$ cat config.mk
export PLATFORM = sky130hd
export DESIGN_NAME = mod100_rr_arbiter
export DESIGN_NICKNAME = d
export VERILOG_FILES = /design/src/rtl/mod100_rr_arbiter.sv
export SDC_FILE = /design/constraint.sdc
export NUM_CORES = 1
export LEC_CHECK = 0
export CORE_ASPECT_RATIO = 1.25
export CORE_MARGIN = 4
export CORE_UTILIZATION = 41
export DETAILED_ROUTE_END_ITERATION = 8
export GPL_TIMING_DRIVEN = 0
export PLACE_DENSITY = 0.79
export SKIP_LAST_GASP = 1
export SLEW_MARGIN = 10
export SYNTH_ARGS = -nofsm -noshare
export SYNTH_HDL_FRONTEND = slang
export SYNTH_SLANG_ARGS = --single-unit
$ cat constraint.sdc
create_clock -name clk -period 2.1 [get_ports clk]
set_input_delay 0.63 -clock clk [delete_from_list [all_inputs] [get_ports clk]]
set_output_delay 0.63 -clock clk [all_outputs]
set_load 0.02 [all_outputs]
$ cat src/rtl/mod100_rr_arbiter.sv
// Round-robin arbiter/sequencer sharing one iterative mod-100 engine between NUM_REQ clients.
// Optional WAIT-state watchdog enabled by defining MOD_ARB_TIMEOUT_EN.
module mod100_rr_arbiter #(
  parameter int unsigned NUM_REQ     = 4,
  parameter int unsigned TIMEOUT_CYC = 1024
) (
  input  logic                   clk,
  input  logic                   rst,
  input  logic [NUM_REQ-1:0]     req,
  input  logic [16*NUM_REQ-1:0]  req_n,
  output logic [NUM_REQ-1:0]     grant,
  output logic [NUM_REQ-1:0]     rsp_valid,
  output logic [6:0]             rsp_remain,
  output logic                   rsp_err,
  output logic                   busy,
  output logic                   eng_start,
  output logic [15:0]            eng_n,
  input  logic                   eng_ready,
  input  logic                   eng_done,
  input  logic [6:0]             eng_remain
);

  localparam int unsigned IDX_W = (NUM_REQ > 1) ? $clog2(NUM_REQ) : 1;
  localparam int unsigned OP_W  = 16;
  localparam int unsigned REM_W = 7;

  typedef enum logic [1:0] {S_IDLE, S_ISSUE, S_WAIT, S_RESP} state_t;

  state_t             state_q, state_d;
  logic [IDX_W-1:0]   last_q, last_d;
  logic [IDX_W-1:0]   win_q, win_d;
  logic [OP_W-1:0]    op_q, op_d;
  logic [NUM_REQ-1:0] grant_d, rsp_valid_d;
  logic [REM_W-1:0]   rsp_remain_d;
  logic               rsp_err_d, busy_d, eng_start_d;
  logic [OP_W-1:0]    eng_n_d;

  logic               found;
  logic [IDX_W-1:0]   pick, cand;
  logic [OP_W-1:0]    op_sel;

`ifdef MOD_ARB_TIMEOUT_EN
  localparam int unsigned CNT_W = $clog2(TIMEOUT_CYC);
  logic [CNT_W-1:0] cnt_q, cnt_d;
`endif

  // Round-robin search starting just after the last served requester
  always_comb begin
    found  = 1'b0;
    pick   = '0;
    cand   = '0;
    op_sel = '0;
    for (int unsigned k = 1; k <= NUM_REQ; k++) begin
      cand = IDX_W'((32'(last_q) + k) % NUM_REQ);
      if (!found && req[cand]) begin
        found = 1'b1;
        pick  = cand;
      end
    end
    for (int unsigned i = 0; i < NUM_REQ; i++) begin
      if (pick == IDX_W'(i)) op_sel = req_n[i*OP_W +: OP_W];
    end
  end

  // Next-state and next-output logic; outputs are computed for the state being entered
  always_comb begin
    state_d      = state_q;
    last_d       = last_q;
    win_d        = win_q;
    op_d         = op_q;
    eng_n_d      = eng_n;
    grant_d      = '0;
    rsp_valid_d  = '0;
    rsp_remain_d = '0;
    rsp_err_d    = 1'b0;
    eng_start_d  = 1'b0;
`ifdef MOD_ARB_TIMEOUT_EN
    cnt_d        = cnt_q;
`endif

    case (state_q)
      S_IDLE: begin
        if (found && eng_ready) begin
          state_d       = S_ISSUE;
          win_d         = pick;
          op_d          = op_sel;
          grant_d[pick] = 1'b1;
        end
      end
      S_ISSUE: begin
        state_d     = S_WAIT;
        eng_start_d = 1'b1;
        eng_n_d     = op_q;
`ifdef MOD_ARB_TIMEOUT_EN
        cnt_d       = '0;
`endif
      end
      S_WAIT: begin
        if (eng_done) begin
          state_d            = S_RESP;
          rsp_valid_d[win_q] = 1'b1;
          rsp_remain_d       = eng_remain;
        end
`ifdef MOD_ARB_TIMEOUT_EN
        else if (cnt_q == CNT_W'(TIMEOUT_CYC - 1)) begin
          state_d            = S_RESP;
          rsp_valid_d[win_q] = 1'b1;
          rsp_err_d          = 1'b1;
        end else begin
          cnt_d = cnt_q + CNT_W'(1);
        end
`else
        // no watchdog: hold here until the engine completes
`endif
      end
      S_RESP: begin
        last_d  = win_q;
        state_d = S_IDLE;
      end
      default: state_d = S_IDLE;
    endcase

    busy_d = (state_d != S_IDLE);
  end

  always_ff @(posedge clk) begin
    if (rst) begin
      state_q    <= S_IDLE;
      last_q     <= IDX_W'(NUM_REQ - 1);
      win_q      <= '0;
      op_q       <= '0;
      grant      <= '0;
      rsp_valid  <= '0;
      rsp_remain <= '0;
      rsp_err    <= 1'b0;
      busy       <= 1'b0;
      eng_start  <= 1'b0;
      eng_n      <= '0;
`ifdef MOD_ARB_TIMEOUT_EN
      cnt_q      <= '0;
`endif
    end else begin
      state_q    <= state_d;
      last_q     <= last_d;
      win_q      <= win_d;
      op_q       <= op_d;
      grant      <= grant_d;
      rsp_valid  <= rsp_valid_d;
      rsp_remain <= rsp_remain_d;
      rsp_err    <= rsp_err_d;
      busy       <= busy_d;
      eng_start  <= eng_start_d;
      eng_n      <= eng_n_d;
`ifdef MOD_ARB_TIMEOUT_EN
      cnt_q      <= cnt_d;
`endif
    end
  end

endmodule

Yosys cells after proc, flatten, opt, wreduce, memory -nomap -nowiden
Index checks and enable logic that the tools add are counted.
{ "totals": {"elab_cells": 75, "out_inout_bits": 34, "ram_bits": 0, "n_memories": 0, "mem_bits_ro": 0, "register_bits": 55, "latchBits": 0} }
{ "classes": {"bitwise_logic": 4, "shifts": 0, "n_lt_le_gt_ge": 8, "n_eq_ne": 6, "n_div": 0, "reduce_logical": 15, "n_mux": 28, "add_sub_neg": 4, "multipliers": 0} }
{ "op_table": {"columns": ["op", "count"], "rows": [
  ["$mux 16", 4],
  ["$lt 2x3->1 const B", 6],
  ["$mux 2", 6],
  ["$mux 1", 11],
  ["$bmux 1 s2", 4],
  ["$eq 2x2->1 const B", 4],
  ["$pmux 2 s4", 1],
  ["$logic_and 1x1->1", 6],
  ["$reduce_or 3->1", 2],
  ["$add 2x1->2 const B", 2],
  ["$add 2x2->2 const B", 2],
  ["$demux 1 s2", 2],
  ["$eq 2x1->1 const B", 2],
  ["$ge 2x1->1 const B", 2],
  ["$logic_not 2->1", 2],
  ["$not 1->1", 4],
  ["$logic_not 1->1", 3],
  ["$reduce_and 2->1", 1],
  ["$reduce_bool 2->1", 1]
]} }

Longest topological paths before layout
{ "logic_depth": {"depth_word": 18, "ltp_mapped": 7} }

Least setup slack after synthesis
No wires, ideal clock.
{ "synth_timing": {"kind": "input port to flip-flop", "start": "in req[1]", "end": "reg op_q[5]", "t_required_ns": 1.978, "arrival_time_ns": 1.720, "path_slack_ns": 0.258, "path_buffers": 1, "cell_stages": 6, "cell_sequence": "o21ai_0 > o221a_4 > buf_6 > mux2_2 > nor2_1 > o31ai_2"} }
{ "synth_via": {"elab_chain_len": 17} }
{ "synth_lines": {"columns": ["element", "line", "rtl"], "rows": [
  ["start: declaration", "9", "input logic [NUM_REQ-1:0] req,"],
  ["$bmux 1 s2", "55", "if (!found && req[cand]) begin"],
  ["$mux 1 (implied by the code)", "55", null],
  ["$mux 1", "55", null],
  ["$logic_not 1->1", "55", null],
  ["$logic_and 1x1->1", "55", null],
  ["$mux 1", "55", null],
  ["$logic_not 1->1", "55", null],
  ["$logic_and 1x1->1", "55", null],
  ["$mux 1", "55", null],
  ["$logic_not 1->1", "55", null],
  ["$logic_and 1x1->1", "55", null],
  ["$mux 2", "55", null],
  ["$logic_not 2->1", "61", "if (pick == IDX_W'(i)) op_sel = req_n[i*OP_W +: OP_W];"],
  ["$mux 16 (4 in a row)", "61", null],
  ["end signal: assignment", "146", "op_q <= op_d;"],
  ["end: declaration", "32", "logic [OP_W-1:0] op_q, op_d;"]
]} }
Parallel ways exist; a longest one is shown, timed or not. The select of a mux whose other input is x is not followed.
A chain may end at the register's enable or synchronous reset.

Worst setup path after layout
{ "layout_timing": {"start": "in req[3]", "end": "reg op_q[4]"} }
The elaborated chain is that of the path after synthesis.

==> results by group <==
Logic synthesis
  • Mapped Nets: 332
  • Cells after Synth: 248
  • Sequential area share after synthesis: 45.22%
  • Synth Warn #: 0
  • Mapped Area: 2435 um^2
  • Post-synthesis cell type count: 43
  • Post-synth EDFFs: 0
  • Ys flop type: dfxtp_1
  • Seq cells post-synth: 55
  • Syn avg cell area: 9.818 um^2
  • Ys async rst share: 0%

Routing
  • DR DRC count: 0
  • Met3 wire len: 372 um
  • Vias: 2302
  • DR top layer: met4
  • Wl on met1: 2694 um
  • First DRT Iteration DRCs: 85
  • Antenna viol nets, final: 0
  • Detailed Route WL: 6853 um
  • Routed vias/inst: 5.268
  • WL/cell: 15.68 um
  • Met2 WL: 3655 um
  • 1st-pass router iterations: 4

Run
  • Max-Cap Viols: 0

Min path
  • HP Class: flop to flop
  • Hold Path End: op_q[14]
  • Hold path startpoint: op_q[14]
  • Hold depth: 2

Outcome
  • Outcome: completed

Place
  • Placed cells: 424
  • GPL Wtd Cong: 0.7776
  • Dpl hpwl: 5414 um
  • Port bufs: 110

Setup path
  • Critical path's largest stage delay: 0.32 ns
  • Worst-path fanout max: 7
  • Worst path required time: 2.31 ns
  • CP startpoint kind: input pin
  • R2r setup slk: 0.30 ns
  • Critical path endpoint category: flop
  • Highest-delay cell along the critical path: dlygate4sd2_1
  • FF-to-FF Start: last_q[0]
  • Worst reg2reg endpoint: op_q[4]
  • Crit Path Category: input pin to flop
  • Crit path DAT: 2.24 ns
  • Worst path cell trace: dlygate4sd2_1, and2b_4, o21a_1, o31ai_4, buf_2, o22ai_1, o31ai_1
  • FF-to-FF path depth: 6

Layout
  • Area delta synth->final: 57.25%
  • ANT cells: 0
  • Final #Nets: 454
  • Finished Layout Cells: 437
  • Layout cells sized above 1: 12.67%
  • Utilization after layout: 66.25%

Clock tree
  • CTS buffer count: 5
  • TritonCTS clock tree: done
  • Clock Pin Slew Worst Setup and Hold Paths: 0.09 ns
  • Clock Sinks: 55
  • Max Root-Sink Buffers: 2
  • CTS H-tree lvls: 2
  • Root buf cell: clkbuf_8
  • Clk Latency, worst-skew pair: 0.30 ns
  • Hold bufs inserted after CTS: 0

STA
  • Setup Viol. Count Final: 0
  • Worst Tran Pin Value: 0.5156 ns
  • Setup TNS: 0 ns
  • Fmax: 0.4928 GHz
  • Final Max Tran Viols: 0
  • Post-Route Skew: 0.004143 ns
  • Part of the cycle the worst path needs: 96.62%
  • Max_slew headroom: 65.63%
  • RSZ-0062 raised after global routing: no
  • Tmin final: 2.029 ns
  • Fin. Hold Viols: 0

Floorplanning
  • Initial Util: 42.13%
  • Ports: 113
  • Standard-cell rows: 31
  • Die Ht: 94.16 um
  • CORE AREA: 5779 um^2
  • Die footprint: 7243 um^2
  • Die Wd: 76.93 um

Global route
  • Largest net degree at the start of global routing: 17
  • Global route total overflow: 0
  • Vias in the first global route: 2293
  • First-pass GRT wire length: 11020 um
  • GR Util All Layers: 18.92%
  • Initial antenna violation count: 0

Power and ir drop
  • Worst vdd ir: 0.3732 mV
  • Leak: 1.466 nW
  • Pwr dens: 884.6 nW/um^2
[cell type report]
class | instances | area, um^2
Inverter | 3 | 11.26
Buffer | 14 | 100.1
Multi-Input combinational cell | 176 | 1276
Clock buffer | 6 | 82.58
Sequential cell | 55 | 1101
Clock inverter | 2 | 35.03
Fill cell | 471 | 1951
Tap cell | 66 | 82.58
Timing Repair Buffer | 115 | 1140
[timing repair]
| action | in CTS | in global routing |
|---|---|---|
| endpoints found under the setup margin | 21 | 16 |
| pin swaps | 1 | 3 |
| gates cloned | 0 | 1 |
| setup buffers | 2 | 2 |
| resized for setup | 13 | 8 |
| hold endpoints to repair | 0 | 0 |
[per-stage QoR]
step	setup slack, ns	instance area, um^2	hold slack (ns)	power [mW]
final	0.07092	3829	0.4784	3.387
after global routing	0.01290	3829	0.4993	3.603
after CTS	0.02416	3786	0.4764	3.376
after detailed placement	-0.5811	3618	0.4659	2.629
after global placement	-0.5522	3618	0.4519	2.597
after floorplan	0.2583	2435	0.4401	2.159
[cells in the mapped netlist (4+ instances only)]
cell	count	area share (%)
o22ai_1	11	2.8
a21oi_1	11	2.3
mux2i_1	25	10
nand2_1	8	1.2
o21ai_0	6	1.2
mux2_2	9	4.2
o31ai_1	9	2.8
nand3_1	12	2.5
nor2_1	35	5.4
a2bb2oi_1	4	1.4
clkbuf_1	6	0.92
ha_1	5	2.6
dfxtp_1	55	45
and2_1	8	2.1
[worst max-delay path by stage]
stage           start       to  slack, ns  cells after the start
5_1_grt        req[3]  op_q[5]       0.01                      7
4_1_cts        req[0]  op_q[7]       0.02                      7
3_3_place_gp   req[3]  op_q[9]      -0.55                      6
3_5_place_dp   req[3]  op_q[8]      -0.58                      6
6_report       req[3]  op_q[4]       0.07                      7
2_1_floorplan  req[1]  op_q[5]       0.26                      6
[placed cells by master (no fill, tap or decap), types with 5 or more instances in the layout]
master           netlist  routed
clkbuf_1               6       5
o21ai_0                6       5
ha_1                   5       5
dfxtp_1               55      55
clkbuf_8               0       6
buf_6                  3       5
o31ai_1                9       9
clkdlybuf4s50_1        0     106
o22ai_1               11      11
nand2_1                8       6
a21oi_1               11      10
mux2_2                 9       9
nor2_1                35      35
nand3_1               12      12
mux2i_1               25      25
and2_1                 8       7
buf_4                  2       5
[power by group]
part / total [mW] / switching [mW] / leakage [nW] / internal (mW)
Clock: 0.705 / 0.319 / 0.0612 / 0.386
Sequential: 1.35 / 0.120 / 0.448 / 1.23
Combinational: 1.33 / 0.656 / 0.957 / 0.672
[layer usage]
layer	vias up	track usage, %
met5	-	0
met4	0	7.704
met3	10	2.879
met2	88	35.10
met1	1075	21.48
li1	1129	-
[registers in the layout (all words and copies together) (netlist names)]
name	flops
rsp_valid	4
eng_start	1
last_q	2
op_q	16
state_q	2
busy	1
rsp_remain	7
eng_n	16
grant	4
win_q	2
[critical path, delay by kind of cell]
kind | cells | cell delay [ns]
simple gates | 1 | 0.22
buf+inv | 2 | 0.55
compound gates | 4 | 0.85
[logic make-up after synthesis]
group                    count (synthesis)  share of synthesized area [%]
adder cells (fa/ha/maj)                  5                          2.569
AO/OA/AOI/OAI                           56                          17.01
buffers and inverters                   17                          4.008
multiplexers                            37                          15.83
other                                    1                         0.1540
flip-flops                              55                          45.22
AND/OR/NAND/NOR                         77                          15.21
Note: power is estimated with default switching activity, not from simulation.
